### config.mk
export PLATFORM = sky130hd
export DESIGN_NAME = uart_rx_os
export DESIGN_NICKNAME = d
export VERILOG_FILES = /design/src/rtl/uart_pkg.sv /design/src/rtl/uart_rx_sync.sv /design/src/rtl/uart_rx_os.sv
export SDC_FILE = /design/constraint.sdc
export NUM_CORES = 1
export LEC_CHECK = 0
export ABC_AREA = 1
export BUFFER_PORTS_ARGS = -buffer_cell sky130_fd_sc_hd__buf_2
export CAP_MARGIN = 20
export CORE_ASPECT_RATIO = 0.9
export CORE_MARGIN = 1.5
export CORE_UTILIZATION = 40
export DETAILED_ROUTE_END_ITERATION = 7
export GPL_TIMING_DRIVEN = 0
export PLACE_DENSITY_LB_ADDON = 0.08
export SYNTH_ARGS = -nofsm -noshare
export SYNTH_HDL_FRONTEND = slang
export SYNTH_SLANG_ARGS = --single-unit
### constraint.sdc
create_clock -name i_clk -period 1.8 [get_ports i_clk]
set_input_delay 0.18 -clock i_clk [delete_from_list [all_inputs] [get_ports i_clk]]
set_output_delay 0.18 -clock i_clk [all_outputs]
set_load 0.05 [all_outputs]
### src/rtl/uart_pkg.sv
`default_nettype none
// ============================================================================
// Module      : uart_pkg
// Description : Shared UART receive definitions: FSM state encoding,
//               parity-mode constants and a constant-evaluable clog2.
// Revision    : 1.0 - initial release
// ============================================================================
package uart_pkg;

    localparam int STATE_W = 3;

    // Receiver FSM states
    typedef enum logic [STATE_W-1:0] {
        ST_IDLE    = 3'd0,
        ST_START   = 3'd1,
        ST_DATA    = 3'd2,
        ST_PARITY  = 3'd3,
        ST_STOP    = 3'd4,
        ST_BRKWAIT = 3'd5
    } rx_state_e;

    // Parity modes
    localparam int PAR_NONE = 0;
    localparam int PAR_ODD  = 1;
    localparam int PAR_EVEN = 2;

    // Ceiling log2, usable in parameter/localparam expressions
    function automatic int clog2(input int value);
        int r;
        r = 0;
        while ((1 << r) < value) begin
            r = r + 1;
        end
        return r;
    endfunction

endpackage
`default_nettype wire

### src/rtl/uart_rx_sync.sv
`default_nettype none
// ============================================================================
// Module      : uart_rx_sync
// Description : Multi-flop synchroniser for an asynchronous, idle-high line.
//               All stages reset to 1 so leaving reset never shows a falling
//               edge to the logic downstream.
// Revision    : 1.0 - initial release
// ============================================================================
module uart_rx_sync #(
    parameter int p_STAGES = 2
) (
    input  logic i_clk,
    input  logic i_rst_n,
    input  logic i_d,
    output logic o_q
);

    logic [p_STAGES-1:0] sync_q;

    // Shift the raw line through the synchroniser chain
    always_ff @(posedge i_clk or negedge i_rst_n) begin
        if (!i_rst_n) begin
            sync_q <= '1;
        end else begin
            sync_q <= {sync_q[p_STAGES-2:0], i_d};
        end
    end

    assign o_q = sync_q[p_STAGES-1];

endmodule
`default_nettype wire

### src/rtl/uart_rx_os.sv
`default_nettype none
// ============================================================================
// Module      : uart_rx_os
// Description : Oversampling UART receiver. Synchronised line, 3-sample
//               majority vote around mid-bit, configurable word length,
//               parity and stop bits, parity/framing/break reporting.
//               Completes a frame at mid-stop-bit so a start edge directly
//               after the stop bit is still caught.
// Revision    : 1.0 - initial release
// ============================================================================
module uart_rx_os
    import uart_pkg::*;
#(
    parameter int p_CLK_DIV     = 16,
    parameter int p_WORD_LEN    = 8,
    parameter int p_PARITY      = 0,
    parameter int p_STOP_BITS   = 1,
    parameter int p_SYNC_STAGES = 2
) (
    input  logic                  i_clk,
    input  logic                  i_rst_n,
    input  logic                  i_en,
    input  logic                  i_rx,
    output logic [p_WORD_LEN-1:0] o_data,
    output logic                  o_dv,
    output logic                  o_parity_err,
    output logic                  o_frame_err,
    output logic                  o_break,
    output logic                  o_busy
);

    localparam int CNT_W = clog2(p_CLK_DIV);
    localparam int BIT_W = clog2(p_WORD_LEN + 1);
    localparam int MID   = (p_CLK_DIV - 1) / 2;

    localparam logic [CNT_W-1:0] c_CNT_ONE  = CNT_W'(1);
    localparam logic [CNT_W-1:0] c_CNT_S0   = CNT_W'(MID - 1);
    localparam logic [CNT_W-1:0] c_CNT_S1   = CNT_W'(MID);
    localparam logic [CNT_W-1:0] c_CNT_VOTE = CNT_W'(MID + 1);
    localparam logic [CNT_W-1:0] c_CNT_LAST = CNT_W'(p_CLK_DIV - 1);
    localparam logic [BIT_W-1:0] c_BIT_LAST = BIT_W'(p_WORD_LEN - 1);
    localparam logic             c_PAR_EN   = (p_PARITY != PAR_NONE);
    localparam logic             c_PAR_ODD  = (p_PARITY == PAR_ODD);
    localparam logic             c_TWO_STOP = (p_STOP_BITS == 2);

    rx_state_e             state_q, state_d;
    logic [CNT_W-1:0]      clk_cnt_q, clk_cnt_d;
    logic [BIT_W-1:0]      bit_cnt_q, bit_cnt_d;
    logic                  stop_cnt_q, stop_cnt_d;
    logic [1:0]            samp_q, samp_d;
    logic [p_WORD_LEN-1:0] shreg_q, shreg_d;
    logic                  par_bit_q, par_bit_d;
    logic                  par_err_q, par_err_d;
    logic                  frm_err_q, frm_err_d;
    logic                  stop0_low_q, stop0_low_d;
    logic [p_WORD_LEN-1:0] data_q, data_d;
    logic                  dv_q, dv_d;
    logic                  pe_q, pe_d;
    logic                  fe_q, fe_d;
    logic                  brk_q, brk_d;

    logic                  w_rxs;
    logic                  w_vote;
    logic                  w_at_vote;
    logic                  w_at_last;
    logic [CNT_W-1:0]      w_cnt_next;
    logic                  w_done;
    logic                  w_frm_err_fin;
    logic                  w_stop0_low_fin;
    logic                  w_brk;

    uart_rx_sync #(
        .p_STAGES (p_SYNC_STAGES)
    ) u_sync (
        .i_clk   (i_clk),
        .i_rst_n (i_rst_n),
        .i_d     (i_rx),
        .o_q     (w_rxs)
    );

    // Bit timing, majority vote and end-of-frame decode
    always_comb begin
        w_at_vote       = (clk_cnt_q == c_CNT_VOTE);
        w_at_last       = (clk_cnt_q == c_CNT_LAST);
        w_cnt_next      = w_at_last ? '0 : clk_cnt_q + CNT_W'(1);
        w_vote          = (samp_q[0] & samp_q[1]) | (samp_q[0] & w_rxs) | (samp_q[1] & w_rxs);
        w_frm_err_fin   = frm_err_q | ~w_vote;
        w_stop0_low_fin = (stop_cnt_q == 1'b0) ? ~w_vote : stop0_low_q;
        w_brk           = (shreg_q == '0) && !par_bit_q && w_stop0_low_fin;
        w_done          = i_en && (state_q == ST_STOP) && w_at_vote && (stop_cnt_q == c_TWO_STOP);
    end

    // FSM state register
    always_ff @(posedge i_clk or negedge i_rst_n) begin
        if (!i_rst_n) begin
            state_q <= ST_IDLE;
        end else begin
            state_q <= state_d;
        end
    end

    // FSM next-state logic; disabling the receiver always forces IDLE
    always_comb begin
        state_d = state_q;
        if (!i_en) begin
            state_d = ST_IDLE;
        end else begin
            case (state_q)
                ST_IDLE: begin
                    if (!w_rxs) state_d = ST_START;
                end
                ST_START: begin
                    if (w_at_vote && w_vote) state_d = ST_IDLE;
                    else if (w_at_last)      state_d = ST_DATA;
                end
                ST_DATA: begin
                    if (w_at_last && (bit_cnt_q == c_BIT_LAST)) begin
                        state_d = c_PAR_EN ? ST_PARITY : ST_STOP;
                    end
                end
                ST_PARITY: begin
                    if (w_at_last) state_d = ST_STOP;
                end
                ST_STOP: begin
                    if (w_done) state_d = w_brk ? ST_BRKWAIT : ST_IDLE;
                end
                ST_BRKWAIT: begin
                    if (w_rxs) state_d = ST_IDLE;
                end
                default: state_d = ST_IDLE;
            endcase
        end
    end

    // FSM output logic: busy flag plus next values of counters and datapath
    always_comb begin
        o_busy      = (state_q != ST_IDLE);
        clk_cnt_d   = clk_cnt_q;
        bit_cnt_d   = bit_cnt_q;
        stop_cnt_d  = stop_cnt_q;
        samp_d      = samp_q;
        shreg_d     = shreg_q;
        par_bit_d   = par_bit_q;
        par_err_d   = par_err_q;
        frm_err_d   = frm_err_q;
        stop0_low_d = stop0_low_q;
        data_d      = data_q;
        dv_d        = 1'b0;
        pe_d        = 1'b0;
        fe_d        = 1'b0;
        brk_d       = 1'b0;

        // The first two vote samples are captured purely on count value
        if (clk_cnt_q == c_CNT_S0) samp_d[0] = w_rxs;
        if (clk_cnt_q == c_CNT_S1) samp_d[1] = w_rxs;

        if (!i_en) begin
            clk_cnt_d  = '0;
            bit_cnt_d  = '0;
            stop_cnt_d = 1'b0;
        end else begin
            case (state_q)
                ST_IDLE: begin
                    if (!w_rxs) begin
                        // The falling edge itself counts as sample 0 of the start bit
                        clk_cnt_d   = c_CNT_ONE;
                        bit_cnt_d   = '0;
                        stop_cnt_d  = 1'b0;
                        par_bit_d   = 1'b0;
                        par_err_d   = 1'b0;
                        frm_err_d   = 1'b0;
                        stop0_low_d = 1'b0;
                    end
                end
                ST_START: begin
                    clk_cnt_d = (w_at_vote && w_vote) ? '0 : w_cnt_next;
                end
                ST_DATA: begin
                    clk_cnt_d = w_cnt_next;
                    // LSB arrives first, so shifting right leaves it at bit 0
                    if (w_at_vote) shreg_d = {w_vote, shreg_q[p_WORD_LEN-1:1]};
                    if (w_at_last) bit_cnt_d = (bit_cnt_q == c_BIT_LAST) ? '0 : bit_cnt_q + BIT_W'(1);
                end
                ST_PARITY: begin
                    clk_cnt_d = w_cnt_next;
                    if (w_at_vote) begin
                        par_bit_d = w_vote;
                        par_err_d = ((^shreg_q) ^ w_vote) != c_PAR_ODD;
                    end
                end
                ST_STOP: begin
                    if (w_done) begin
                        clk_cnt_d  = '0;
                        stop_cnt_d = 1'b0;
                        dv_d       = 1'b1;
                        data_d     = w_brk ? '0 : shreg_q;
                        pe_d       = par_err_q;
                        fe_d       = w_frm_err_fin | w_brk;
                        brk_d      = w_brk;
                    end else begin
                        clk_cnt_d = w_cnt_next;
                        if (w_at_vote) begin
                            frm_err_d   = w_frm_err_fin;
                            stop0_low_d = w_stop0_low_fin;
                        end
                        if (w_at_last) stop_cnt_d = 1'b1;
                    end
                end
                default: begin
                end
            endcase
        end
    end

    // Counters, shift register and registered outputs
    always_ff @(posedge i_clk or negedge i_rst_n) begin
        if (!i_rst_n) begin
            clk_cnt_q   <= '0;
            bit_cnt_q   <= '0;
            stop_cnt_q  <= 1'b0;
            samp_q      <= '1;
            shreg_q     <= '0;
            par_bit_q   <= 1'b0;
            par_err_q   <= 1'b0;
            frm_err_q   <= 1'b0;
            stop0_low_q <= 1'b0;
            data_q      <= '0;
            dv_q        <= 1'b0;
            pe_q        <= 1'b0;
            fe_q        <= 1'b0;
            brk_q       <= 1'b0;
        end else begin
            clk_cnt_q   <= clk_cnt_d;
            bit_cnt_q   <= bit_cnt_d;
            stop_cnt_q  <= stop_cnt_d;
            samp_q      <= samp_d;
            shreg_q     <= shreg_d;
            par_bit_q   <= par_bit_d;
            par_err_q   <= par_err_d;
            frm_err_q   <= frm_err_d;
            stop0_low_q <= stop0_low_d;
            data_q      <= data_d;
            dv_q        <= dv_d;
            pe_q        <= pe_d;
            fe_q        <= fe_d;
            brk_q       <= brk_d;
        end
    end

    assign o_data       = data_q;
    assign o_dv         = dv_q;
    assign o_parity_err = pe_q;
    assign o_frame_err  = fe_q;
    assign o_break      = brk_q;

endmodule
`default_nettype wire

==> results of run 1 <==
[layer usage]
metal  wire, um  vias up  global-route usage  share of wire
li1           -      909                   -              -
met1       2573      766              0.2770           0.57
met2       1778       26              0.2323           0.39
met3        125        8             0.03727          0.027
met4         71        0             0.06322          0.016
met5          0        -                   0              0
[cells by family after synthesis]
family | Yosys count | synth area share
AND/OR/NAND/NOR | 152 | 0.3284
flip-flops | 40 | 0.4545
buffers and inverters | 36 | 0.06952
AO/OA/AOI/OAI | 28 | 0.08253
adder cells (fa/ha/maj) | 8 | 0.04523
XOR/XNOR | 5 | 0.01979
[repair_timing]
action / 4_1_cts / 5_1_grt
setup endpoints to repair: 0 / 4
endpoints found under the hold margin: 1 / 0
hold buffers: 1 / 0
setup buffers: 0 / 2
resized for setup: 0 / 1
[worst max-delay path, stage by stage, from the launching register on]
cell	delay [ns]
dfrtp_1	0.42
inv_1	0.12
ha_1	0.17
nand2_2	0.06
nor2_4	0.18
nand2_4	0.10
nand3_1	0.11
nand3_1	0.09
nor2_1	0.19
nand2_1	0.07
nand2_1	0.07
[worst max-delay path by stage]
stage	start	endpoint	slack, ns	cells past startpoint
2_1_floorplan	clk_cnt_q[0]	o_data[6]	0.33	9
6_report	clk_cnt_q[0]	state_q[1]	0.17	10
3_5_place_dp	clk_cnt_q[0]	o_data[5]	0.13	9
3_3_place_gp	clk_cnt_q[0]	frm_err_q	0.14	9
4_1_cts	clk_cnt_q[0]	frm_err_q	0.12	9
5_1_grt	clk_cnt_q[1]	bit_cnt_q[1]	0.00006	8
[cell type report]
cell class / instances / share of cell area
repair buffers: 19 / 0.04169
flip-flops and latches: 40 / 0.3990
inverters: 33 / 0.04913
clock buffers: 5 / 0.02730
clock inverters: 3 / 0.01687
plain buffers: 3 / 0.01191
multi-input cells: 193 / 0.4208
well taps: 67 / 0.03325
[flip-flops by register name (all words and copies together), names as in the netlist, 2 cells and up]
signal,count
bit_cnt_q,4
state_q,3
o_data,8
samp_q,2
shreg_q,8
clk_cnt_q,4
u_sync.sync_q,2
[power by group]
group          total (uW)  internal (uW)  switching, uW
Clock                 748            411            337
Combinational         593            178            415
Sequential           1030            964           68.6
Total                2370           1550            821
[Yosys cell counts, drive strengths merged]
cell    instances
a211oi          2
a21oi           8
a31oi           2
buf             2
clkbuf          1
dfrtp          36
dfstp           4
ha              8
inv            33
nand2          87
nand3          30
nand3b          1
nor2           27
nor3            4
nor3b           1
o21ai          16
or2             2
xnor2           3
xor2            2
[cell usage in the layout, fill, tap and decap left out]
cell	synthesis	routed
a211oi_1	1	1
a211oi_2	1	1
a21oi_1	8	8
a31oi_1	2	2
buf_2	0	16
buf_4	0	2
buf_6	1	1
buf_8	1	1
bufinv_16	0	1
clkbuf_1	1	1
clkbuf_8	0	5
clkinv_2	0	1
clkinvlp_4	0	1
dfrtp_1	36	36
dfstp_2	4	4
dlygate4sd3_1	0	1
ha_1	8	8
inv_1	29	29
inv_2	4	4
nand2_1	82	82
nand2_2	3	3
nand2_4	2	2
nand3_1	25	25
nand3_2	5	4
nand3_4	0	1
nand3b_1	1	1
nor2_1	19	19
nor2_2	4	4
nor2_4	3	3
nor2_8	1	1
nor3_1	3	3
nor3_2	1	1
nor3b_1	1	1
o21ai_0	7	7
o21ai_1	1	1
o21ai_2	8	8
or2_2	2	2
xnor2_1	3	3
xor2_1	2	2
[metrics by stage]
stage	instance area [um^2]	cells	util	total power, uW
after detailed placement	2377	352	0.4497	1641
after global routing	2521	363	0.4769	2545
after CTS	2499	361	0.4727	2399
after global placement	2377	352	0.4497	1641
final	2521	363	0.4769	2373
after floorplan	2213	269	-	1498
==> results.sh, run 1 <==
export IMPL_holdWs_ns=-0.0004164
export IMPL_wl_per_cell_um=12.53
export IMPL_die_area_mm2=0.005989
export IMPL_slew_headroom=0.4034
export IMPL_regArea_mm2=0.001006
export IMPL_grt_overflow_total=0
export IMPL_dr_pass1_iters=4
export IMPL_start_util=0.4187
export IMPL_grt_pass1_wl_um=7831
export IMPL_ys_seq_elements=40
export IMPL_diodes=0
export IMPL_finalWirelength_um=4549
export IMPL_reg2reg_slack_ns=0.17
export IMPL_worst_slack_ns=0.1667
export IMPL_place_detailed_hpwl_um=3300
export IMPL_cp_arrival_ns=1.87
export IMPL_status="finished with violations"
export IMPL_synth_largest_area_cell="dfrtp_1"
export IMPL_startpoint_type="register"
export IMPL_crit_fanout=4
export IMPL_powerDensity_mw_per_mm2=941.3
export IMPL_grt_max_degree=41
export IMPL_leakage_uw=0.001341
export IMPL_drv_slew=0
export IMPL_layout_drive_gt1_share=0.2230
export IMPL_fin_crit_ns=1.633
export IMPL_synth_top_area_frac=0.4070
export IMPL_die_x_um=81.41
export IMPL_drt_iter0_drc=91
export IMPL_vias=1709
export IMPL_critPathKind="reg -> reg"
export IMPL_violations="negative hold slack"
export IMPL_syn_nets=281
export IMPL_io_pins=17
export IMPL_cts_made_buffers=5
export IMPL_cts_root_buf="clkbuf_8"
export IMPL_drc_errors=0
export IMPL_synthesis_instances=269
export IMPL_path_clk_slew_ns=0.09
export IMPL_crit_required_ns=2.04
export IMPL_antenna_found_initial=0
export IMPL_ys_seq_area_frac=0.4545
export IMPL_ys_warn_count=0
export IMPL_synth_area_leaders="dfrtp_1, nand2_1, nand3_1, inv_1, dfstp_2"
export IMPL_tightest_slew_ns=0.8950
export IMPL_cts_sinks=40
export IMPL_finalHoldViolations=1
export IMPL_grt_use_total=0.1764
export IMPL_hp_class="in -> async"
export IMPL_nets=307
export IMPL_ant_nets=0
export IMPL_num_rows=25
export IMPL_synth_area_mm2=0.002213
export IMPL_h_tree_depth=2
export IMPL_yosysUniqueCellTypes=31
export IMPL_synth_avg_cell_area_um2=8.228
export IMPL_via_per_inst=4.708
export IMPL_dp_slack_ns=0.1297
export IMPL_timing_setup_tns_ns=0
export IMPL_max_cap_viol_count=0
export IMPL_portBuffers=16
export IMPL_peakVddDrop_mv=0.4568
export IMPL_rsz0062_at_grt="false"
export IMPL_dieHeight_um=73.57
export IMPL_cts_tree="yes"
export IMPL_period_share=0.9074
export IMPL_fill_cells=532
export IMPL_r2r_end="state_q[1]"
export IMPL_finalSetupViolCount=0
export IMPL_fin_skew_ns=0.01316
export IMPL_coreArea_mm2=0.005286
export IMPL_synthToLayoutAreaGrowth_pct=13.91
export IMPL_fmax_mhz=612.3
export IMPL_clockBufferDepth=2
export IMPL_worstRegToRegCells=10
export IMPL_setup_worst_path_end_class="register"
export IMPL_clk_latency_ns=0.30
export IMPL_gp_congestion=0.8505
export IMPL_rr_startpoint="clk_cnt_q[0]"
export IMPL_multi_input_area_mm2=0.001061
export IMPL_grt_pass1_vias=1583
(Power assumes the default switching activity.)
==> run 2: changes to the inputs <==
Settings changed: SYNTH_HIERARCHICAL from default to 1.
==> run 2 against run 1 <==
  * The run now ends clean
  * Worst setup slack got worse by 0.0039 ns
  * Wire length decreased by 0.62%
  * Non-clock buffer count decreased by 3
  * Synthesized cell count increased by 2.2%
  * Clock power decreased by 3.1%
  * Critical endpoint is now o_data[5]
  * Largest power group unchanged
==> results.sh, run 2 <==
export IMPL_syn_nets=287
export IMPL_synth_avg_cell_area_um2=7.848
export IMPL_finalWirelength_um=4521
export IMPL_cts_root_buf="clkbuf_8"
export IMPL_yosysUniqueCellTypes=26
export IMPL_timing_setup_tns_ns=0
export IMPL_fill_cells=509
export IMPL_grt_max_degree=41
export IMPL_fmax_mhz=610.8
export IMPL_max_cap_viol_count=0
export IMPL_leakage_uw=0.001259
export IMPL_critPathKind="reg -> reg"
export IMPL_ys_warn_count=6
export IMPL_clkPwrFrac=0.261
export IMPL_synth_edf_count=0
export IMPL_cts_sinks=40
export IMPL_crit_fanout=10
export IMPL_ant_nets=0
export IMPL_dr_pass1_iters=4
export IMPL_drt_iter0_drc=127
export IMPL_finalHoldViolations=0
export IMPL_critPathMaxStageDelay_ns=0.41
export IMPL_cts_made_buffers=5
export IMPL_cts_tree="yes"
export IMPL_nets=310
export IMPL_worst_slack_ns=0.1629
export IMPL_seq_power_share=0.387
export IMPL_gp_congestion=0.8970
export IMPL_antenna_found_initial=0
export IMPL_worstPathCellList="inv_2 > ha_1 > nand2_1 > nor2_4 > nand2_2 > nor2_4 > inv_2 > nor2_2 > a211oi_1"
export IMPL_finalSetupViolCount=0
export IMPL_grt_pass1_vias=1642
export IMPL_synth_area_mm2=0.002158
export IMPL_postCtsSetupBuffers=0
export IMPL_grt_overflow_total=0
export IMPL_crit_required_ns=1.97
export IMPL_dieHeight_um=72.69
export IMPL_portBuffers=15
export IMPL_die_x_um=80.43
export IMPL_layout_drive_gt1_share=0.1773
export IMPL_cp_arrival_ns=1.81
export IMPL_path_clk_slew_ns=0.08
export IMPL_via_per_inst=4.907
export IMPL_dp_slack_ns=0.1005
export IMPL_synth_largest_area_cell="dfrtp_1"
export IMPL_p_sw_frac=0.3931
export IMPL_switching_power_uw=1089
export IMPL_final_common_cell="nand2_1"
export IMPL_num_rows=25
export IMPL_setup_worst_path_end_class="register"
export IMPL_clockBufferDepth=2
export IMPL_drv_slew=0
export IMPL_synthTopCellsByCount="nand2_1, dfrtp_1, nand3_1"
export IMPL_startpoint_type="register"
export IMPL_die_area_mm2=0.005846
export IMPL_layout_common_cells="nand2_1, dfrtp_1, nand3_1, inv_1, nor2_1"
export IMPL_drc_errors=0
export IMPL_h_tree_depth=2
export IMPL_synth_top_area_frac=0.4174
export IMPL_powerDensity_mw_per_mm2=1128
export IMPL_diodes=0
export IMPL_slew_headroom=0.4273
export IMPL_stdcell_area_mm2=0.002456
export IMPL_wl_per_cell_um=12.35
export IMPL_start_util=0.4132
export IMPL_vias=1796
export IMPL_clk_latency_ns=0.29
export IMPL_synthToLayoutAreaGrowth_pct=13.80
export IMPL_intPower_uw=1682
export IMPL_period_share=0.9095
export IMPL_synthesis_instances=275
export IMPL_grt_pass1_wl_um=7790
export IMPL_ys_async_sr_fraction=1.000
export IMPL_rsz0062_at_grt="false"
export IMPL_grt_use_total=0.1743
export IMPL_placed_cell_area_mm2=0.002317
export IMPL_io_pins=17
export IMPL_tightest_slew_ns=0.8591
export IMPL_fin_skew_ns=0.003557
export IMPL_ys_seq_area_frac=0.4661
export IMPL_place_detailed_hpwl_um=3356
export IMPL_hp_class="in -> async"
export IMPL_crit_path_top_delay_cell="dfrtp_1"
export IMPL_synth_ff_type="dfrtp_1"
export IMPL_synth_area_leaders="dfrtp_1, nand2_1, nand3_1, inv_1, dfstp_2"
export IMPL_fin_crit_ns=1.637
export IMPL_status="complete, no violations"
export IMPL_peakVddDrop_mv=0.6943
export IMPL_ys_seq_elements=40
export IMPL_yosysMostFrequentCell="nand2_1"
export IMPL_coreArea_mm2=0.005224
export IMPL_p_comb_frac=0.351
run 2: cell count changes after synthesis, moves of 2 or more:
cell,before,now
a21oi_1,8,6
inv_1,29,31
nand2_1,82,86
nand2_2,3,1
nand2_4,2,0
nand3_1,25,34
nand3_2,5,1
nand4_1,0,2
nor2_1,19,17
nor3_1,3,6
o21ai_0,7,15
o21ai_2,8,2
run 2: area by class of cell:
cell class	instances	area [um^2]	share of cell area
multi-input cells	196	1005	0.4091
repair buffers	16	85.08	0.03464
clock buffers	5	68.82	0.02802
plain buffers	3	30.03	0.01223
clock inverters	3	42.54	0.01732
flip-flops and latches	40	1006	0.4096
inverters	36	135.1	0.05502
well taps	67	83.83	0.03413
run 2: logic make-up after synthesis:
kind of cell,share of synthesized area
fa+ha+maj,0.04638
buf+inv,0.07652
compound gates,0.07247
flops,0.4661
xor+xnor,0.02029
simple gates,0.3183
run 2: timing repair:
item	4_1_cts	5_1_grt
hold buffers	1	0
gates resized for setup	0	5
hold endpoints to repair	1	0
endpoints found under the setup margin	0	10
run 2: path summary, 6_finish.rpt:
| check | from | to | slack, ns | depth (start not counted) |
|---|---|---|---|---|
| worst max-delay path | clk_cnt_q[0] | o_data[5] | 0.16 | 9 |
| worst min-delay path | i_rst_n | o_data[0] | 0.0004 | 1 |
| worst max register to register | clk_cnt_q[0] | o_data[5] | 0.16 | 9 |
| worst min register to register | u_sync/sync_q[0] | u_sync/sync_q[1] | 0.36 | 0 |
| max in group asynchronous | i_rst_n | state_q[2] | 1.27 | 1 |
| min in group i_clk | i_en | bit_cnt_q[3] | 0.21 | 3 |
run 2: per-stage QoR:
| step | hold slack (ns) | power (uW) | instances | utilization |
|---|---|---|---|---|
| 3_3_place_gp | 0.2855 | 2039 | 357 | 0.4436 |
| 5_1_grt | 0.07857 | 3003 | 366 | 0.4702 |
| 3_5_place_dp | 0.2875 | 2038 | 357 | 0.4436 |
| 6_report | 0.0004185 | 2772 | 366 | 0.4702 |
| 2_1_floorplan | -0.1156 | 1810 | 275 | - |
| 4_1_cts | 0.03135 | 2778 | 366 | 0.4668 |
run 2: critical path, delay by kind of cell (launching register included):
family                   cells  cell delay (ns)
AND/OR/NAND/NOR              5             0.65
flip-flops                   1             0.41
adder cells (fa/ha/maj)      1             0.17
AO/OA/AOI/OAI                1             0.06
buffers and inverters        2             0.23
run 2: routing by layer:
metal | share of wire | track usage | wire length (um)
met1 | 0.53 | 0.2781 | 2401
met4 | 0.0093 | 0.04598 | 42
met5 | 0 | 0 | 0
met3 | 0.068 | 0.03750 | 308
met2 | 0.39 | 0.2353 | 1769
run 2: power by group through the flow:
stage / registers (uW) / logic [uW] / clock network [uW]
5_1_grt: 1090 / 1130 / 792
3_3_place_gp: 1090 / 954 / 0
3_5_place_dp: 1090 / 951 / 0
2_1_floorplan: 1070 / 745 / 0
4_1_cts: 1070 / 955 / 752
6_report: 1070 / 973 / 725
